<file path="config.mk">
export PLATFORM = sky130hd
export DESIGN_NAME = wb_regfile
export DESIGN_NICKNAME = d
export VERILOG_FILES = /design/src/rtl/wb_regfile.sv
export SDC_FILE = /design/constraint.sdc
export NUM_CORES = 2
export LEC_CHECK = 0
export ABC_AREA = 1
export CORE_MARGIN = 2
export CORE_UTILIZATION = 45
export DETAILED_ROUTE_END_ITERATION = 16
export PLACE_DENSITY_LB_ADDON = 0.2
export SLEW_MARGIN = 30
export SYNTH_ARGS = -nofsm -noshare
export SYNTH_HDL_FRONTEND = slang
export SYNTH_SLANG_ARGS = --single-unit
</file>
<file path="constraint.sdc">
create_clock -name clk -period 2.7 [get_ports clk]
set_clock_uncertainty 0.15 [all_clocks]
set_input_delay 0.54 -clock clk [delete_from_list [all_inputs] [get_ports clk]]
set_output_delay 0.54 -clock clk [all_outputs]
set_load 0.005 [all_outputs]
</file>
<file path="src/rtl/wb_regfile.sv">
// Write-back stage and integer register file.
// Selects the write-back value, commits it into a 32-entry register file
// (x0 reads as zero), serves two read ports with same-cycle bypass and
// counts commits for performance monitoring.
module wb_regfile #(
  parameter int XLEN  = 32,
  parameter int CNT_W = 32
) (
  input  logic             clk,
  input  logic             rst_n,
  input  logic [XLEN-1:0]  loadData_in,
  input  logic [XLEN-1:0]  sum_out_in,
  input  logic [XLEN-1:0]  result_in,
  input  logic [1:0]       controlRF_in,
  input  logic             we_in,
  input  logic [4:0]       rd_in,
  input  logic [4:0]       rs1,
  input  logic [4:0]       rs2,
  input  logic             cnt_clr,
  output logic [XLEN-1:0]  rd1,
  output logic [XLEN-1:0]  rd2,
  output logic [XLEN-1:0]  wb_data,
  output logic             wb_valid,
  output logic [CNT_W-1:0] commit_cnt
);

  logic [XLEN-1:0]  regs [32];
  logic [CNT_W-1:0] cnt_q;

  // Write-back source select; code 11 is reserved and behaves like 00.
  always_comb begin
    wb_data = result_in;
    case (controlRF_in)
      2'b01:   wb_data = loadData_in;
      2'b10:   wb_data = sum_out_in;
      default: wb_data = result_in;
    endcase
  end

  assign wb_valid = we_in && (rd_in != 5'd0);

  // Register array: async clear, commit on rising edge when a real write occurs.
  always_ff @(posedge clk or negedge rst_n) begin
    if (!rst_n) begin
      for (int i = 0; i < 32; i++) begin
        regs[i] <= '0;
      end
    end else if (wb_valid) begin
      regs[rd_in] <= wb_data;
    end
  end

  // Read ports: x0 forced to zero, then bypass of the value committing now.
  always_comb begin
    rd1 = regs[rs1];
    if (rs1 == 5'd0) begin
      rd1 = '0;
    end else if (wb_valid && (rs1 == rd_in)) begin
      rd1 = wb_data;
    end
  end

  // Second read port, identical rule to the first.
  always_comb begin
    rd2 = regs[rs2];
    if (rs2 == 5'd0) begin
      rd2 = '0;
    end else if (wb_valid && (rs2 == rd_in)) begin
      rd2 = wb_data;
    end
  end

  // Commit counter: clear wins over a simultaneous commit, wraps freely.
  always_ff @(posedge clk or negedge rst_n) begin
    if (!rst_n) begin
      cnt_q <= '0;
    end else if (cnt_clr) begin
      cnt_q <= '0;
    end else if (wb_valid) begin
      cnt_q <= cnt_q + 1'b1;
    end
  end

  assign commit_cnt = cnt_q;

endmodule

</file>
======== Yosys cells after proc, flatten, opt, wreduce, memory -nomap -nowiden ========
Cells that the tools add are included.
storage, ports and cells
  bits in read-only memories .............. 0
  logic and storage cells ................. 69
  output and inout port bits .............. 129
  memories ................................ 0
  input bits .............................. 117
  bits in latches ......................... 0
  bits in writable memories ............... 0
  flip-flop bits (word level) ............. 1056
cells by class
  shift operators ......................... 0
  muxes and demuxes ....................... 16
  add/sub/neg operators ................... 1
  reductions and logical operators ........ 8
  div/mod/pow operators ................... 0
  eq/ne operators ......................... 4
  $lt $le $gt $ge ......................... 4
  multipliers ............................. 0
  bitwise gates (word level) .............. 3
operators by type and width
  operator                                                   number
  bitwise mux 1024 bit                                       1
  two-way mux 32 bit                                         11
  binary-select mux 32 bit (select 5 bit)                    2
  demux 32 bit (select 5 bit)                                1
  one-hot mux 32 bit (2 select lines)                        1
  adder 32 x 1 -> 32 bit (second input constant)             1
  greater-or-equal comparator 6 bit (second input constant)  3
  NOT 5 -> 6 bit                                             3
  equality test 5 bit                                        2
  zero test 5 bit                                            2
  < comparator 6 x 1 -> 1 bit (second input constant)        1
  nonzero test 5 bit                                         1
  logical AND 1 bit                                          4
  equality test 2 x 1 -> 1 bit (second input constant)       1
  equality test 2 bit (second input constant)                1
  nonzero test 2 bit                                         1

======== Depth between registers and ports, before layout ========
  depth after elaboration ................. 6
  mapped depth ............................ 14
  depth with buffers taken out ............ 11

======== Least setup slack after synthesis ========
Ideal clock, no wire load.
  kind .................................... input port to output port
  start point ............................. input controlRF_in[0]
  end point ............................... output rd1[30]
  path buffers ............................ 2
  data arrival time ....................... 1985 ps
  stages on the path ...................... 9
  setup slack ............................. 25 ps
  required time ........................... 2010 ps
  cells stage by stage .................... inv_1 ha_1 inv_2 clkbuf_1 nand2_1 o21ai_1 clkbuf_1 o21ai_0 a21oi_1
on the way
  cells in the longest elaborated chain, start to end .. 4
  elaborated cells between the ends (all ways) .. 5
  classes of those cells .................. eq/ne: 2; mux: 3
RTL lines
  item                                                                 line  RTL
  start, declared                                                      14    input logic [1:0] controlRF_in,
  equality test 2 bit or equality test 2 x 1 -> 1 bit (tied branches)  33    case (controlRF_in)
  one-hot mux 32 bit (2 select lines) *                                33
  two-way mux 32 bit *                                                 58    end else if (wb_valid && (rs1 == rd_in)) begin
  two-way mux 32 bit *                                                 56    if (rs1 == 5'd0) begin
  end, declared                                                        20    output logic [XLEN-1:0] rd1,
Mark *: on every way between the ends. The rest lies on a longest branch, timed or not.

======== Worst setup path in the final report ========
  start point ............................. input rs1[1]
  end point ............................... output rd1[26]
on the way
  cells in the longest elaborated chain, start to end .. 6
  elaborated cells between the ends (all ways) .. 9
  classes of those cells .................. eq/ne: 1; mux: 5; bitwise: 1; reduce/logical: 2
RTL lines
  item                                                    line  RTL
  start, declared                                         17    input logic [4:0] rs1,
  NOT 5 -> 6 bit (not written as such)                    55    rd1 = regs[rs1];
  binary-select mux 32 bit (select 5 bit)                 55
  two-way mux 32 bit (not written as such) (2 in series)  55
  two-way mux 32 bit                                      58
  two-way mux 32 bit *                                    56
Mark *: on every way between the ends. The rest lies on a longest branch, timed or not. The select of a mux whose other input is x is not followed.

==> results by group <==
Global route
  – First-pass GRT wire length: a little under 400000 um
  – GR Overflow Total: 0
  – Number of global-route vias before repair: 60700
  – GRT Overall Usage: 38.3%
  – Largest net degree at the start of global routing: 90
  – Initial antenna violation count: 5

Outcome
  – Violated checks: setup timing
  – Outcome: finished, violations left

Die
  – Die ar.: around 0.14 mm2
  – Die width: 371 um
  – Die Ht: 371 um
  – Site Rows: roughly 130
  – Core area: 0.134 mm2
  – IO Count: 246
  – Starting Density: 45.4%

Drt
  – WL final: 271000 um
  – DR DRC count: 0
  – Via Count: 65200
  – Avg Vias per Cell: 6.03
  – DR WL/cell: 25.0 um
  – First DRT Iteration DRCs: between 9000 and 10000
  – Antenna viol nets, final: 0
  – Drt first pass iters: 9

Yosys
  – Number of flops mapped to enable cells by yosys: 0
  – Synth cell types: 41
  – Ys async rst share: 100%
  – Post-Syn Area: between 0.06 and 0.07 mm2
  – Register area share after synthesis: 43.5%
  – Yosys Warn Count: 0
  – Syn_nets: 8551
  – Cells after synthesis: 8431
  – Ys flop type: dfrtp_1
  – Synth Area per Inst: 7.21 um2
  – Yosys reg bits: 1056

Pwr
  – Worst VDD drop: 498 uV
  – Pwr per Cell Area: 646 mW/mm2
  – LEAKAGE: 0.0361 uW
  – Power Total: 51600 uW

CTS
  – TritonCTS Buffers: between 100 and 150
  – CTS tree: yes
  – Root buffer selected by CTS: clkbuf_16
  – CTS HTree Levels: 3
  – Clk slew on worst S/H paths: 0.06 ns
  – CTS Sinks: ~1100
  – CTS Buffer Depth: 3
  – Worst-Skew Late Latency: 0.74 ns

Job
  – MaxCap Viol Count: 0

STA
  – Count of final setup violators: 65
  – Tcrit/Tclk final: 110%
  – Hold Fails Final Rpt: 0
  – FMAX: 337 MHz
  – WHS: 0.158 ns
  – Rel. slew slack: between 50 and 60%
  – Period minus WS final: 2.97 ns
  – Final worst slack: -0.269 ns
  – Slew Limit Fails: 0
  – RSZ-0062 raised after global routing: true
  – Worst Tran Pin Value: roughly 0.65 ns

Worst setup path
  – Setup crit end kind: output pin
  – Worst Path Arrival: around 2.3 ns
  – Crit path required time: 2.01 ns
  – Crit Path Class: in2out
  – Startpoint types: input pin
  – Crit Path Max Fanout: 7

Placed design
  – HPWL after DPL: 171000 um
  – Gp weighted congestion: 0.966
  – IO buf count: 245
  – Place WS: -1.07 ns
  – Placed instance area: 0.0709 mm2

Finish
  – Commonest non-fill, non-tap cell in the layout: nand2_1
  – Final net count: 9077
  – # fillers: roughly 12000
  – Most frequent cells in the layout: nand2_1, o21ai_0, dfrtp_1
  – Syn-to-layout area delta: 31.4%
  – Share of post-route cells with drive strength above 1: 19.0%
  – Post-route cell area: 0.0799 mm2

Worst hold path
  – Worst Hold Class: in2async
## repair_timing
| item | CTS | global route |
|---|---|---|
| cloned | 35 | 18 |
| setup endpoints to repair | 97 | 80 |
| gates resized for setup | 938 | 260 |
| hold buffers | 1 | 0 |
| hold endpoints to repair | 302 | 0 |
| pin swaps | 192 | 125 |
| buffers inserted | 140 | 28 |
## routing by layer
metal | vias up | share of wire (%) | global-route usage (%) | wire length, um
met1 | 30800 | 39 | 51.7 | 105000
met5 | - | 0.13 | 1.15 | 364
met4 | 9 | 5.4 | 18.9 | 14700
li1 | 29100 | - | - | -
met2 | 4380 | 42 | 56.0 | 114000
met3 | 877 | 14 | 10.9 | 37500
## critical path: stages
cell and delay, ns:
buf_16 0.14, inv_16 0.05, buf_12 0.12, nand2_2 0.05, nand4_1 0.15, nor3_4 0.19
buf_12 0.15, nand2_8 0.10, buf_12 0.17, buf_16 0.14, buf_6 0.12, nand2_2 0.05
nor2_2 0.04, nor2_2 0.10, buf_2 0.13
## where the power goes
part | switching [uW] | internal [uW]
Sequential | 1810 | 19200
Combinational | 8420 | 5490
Clock | 7000 | 9610
Total | 17200 | 34300
## per-stage QoR
stage | TNS [ns] | instances | utilization, %
after floorplan | 0 | 8431 | -
after global placement | -252.64 | 10400 | 52.9
after detailed placement | -274.02 | 10400 | 53.0
after CTS | -9.42 | 10800 | 58.8
after global routing | -14.07 | 10800 | 59.7
final | -11.57 | 10800 | 59.7
## synth_stat cells, types with 2 or more instances
cell | count | area share [%]
a211oi_1 | 8 | 0.099
a21oi_1 | 660 | 5.4
a22o_1 | 32 | 0.46
buf_1 | 58 | 0.36
buf_2 | 367 | 3.0
buf_4 | 13 | 0.16
buf_6 | 12 | 0.22
clkbuf_1 | 315 | 1.9
clkinv_1 | 2 | 0.012
dfrtp_1 | 1056 | 43
ha_1 | 3 | 0.062
inv_1 | 799 | 4.9
inv_2 | 32 | 0.20
inv_4 | 2 | 0.021
nand2_1 | 1891 | 12
nand2_2 | 8 | 0.082
nand2_4 | 2 | 0.037
nand3_1 | 830 | 6.8
nand4_1 | 12 | 0.12
nor2_1 | 332 | 2.1
nor2_2 | 7 | 0.072
nor2_4 | 22 | 0.41
nor3_1 | 34 | 0.28
nor3_2 | 6 | 0.099
o211ai_1 | 430 | 5.3
o21ai_0 | 1321 | 11
o21ai_1 | 131 | 1.1
o21ai_2 | 13 | 0.19
or2_1 | 2 | 0.021
or2_2 | 11 | 0.11
xor2_1 | 10 | 0.14
## logic make-up after synthesis
| group | count (synthesis) | synth area share (%) |
|---|---|---|
| DFF | 1056 | 43.5 |
| AOI/OAI and AO/OA | 2599 | 23.5 |
| buffers and inverters | 1600 | 10.9 |
| xor gates and xnor gates | 10 | 0.144 |
| and+or+nand+nor | 3163 | 21.9 |
| adders and majority gates | 3 | 0.0618 |
## state kept, by name, indices dropped and copies added (netlist names)
register / count
commit_cnt: 32
regs: 1024
## area by class of cell
class	count	area, um2	share of cell area [%]
antenna	4	10.0	0.0125
clock buffer	174	3450	4.32
clock inverter	39	434	0.544
inverter	835	3230	4.04
multi-input combinational	5776	29600	37.1
sequential	1056	26400	33.1
tap	1768	2210	2.77
timing repair buffer	1171	14500	18.1
## path summary, 6_finish.rpt
check | end | start | cells past startpoint | slack [ns]
hold / removal | regs[294]$_DFFE_PN0P_ | rst_n | 2 | 0.16
setup reg to reg | commit_cnt[17]$_DFFE_PN0P_ | commit_cnt[4]$_DFFE_PN0P_ | 8 | 0.62
hold reg to reg | regs[1019]$_DFFE_PN0P_ | regs[1019]$_DFFE_PN0P_ | 0 | 0.24
min in group clk | regs[1019]$_DFFE_PN0P_ | regs[1019]$_DFFE_PN0P_ | 0 | 0.24
setup / recovery | rd1[26] | rs1[1] | 15 | -0.27
max in group asynchronous | regs[136]$_DFFE_PN0P_ | rst_n | 4 | 1.28
Note: power is estimated with default switching activity, not from simulation.
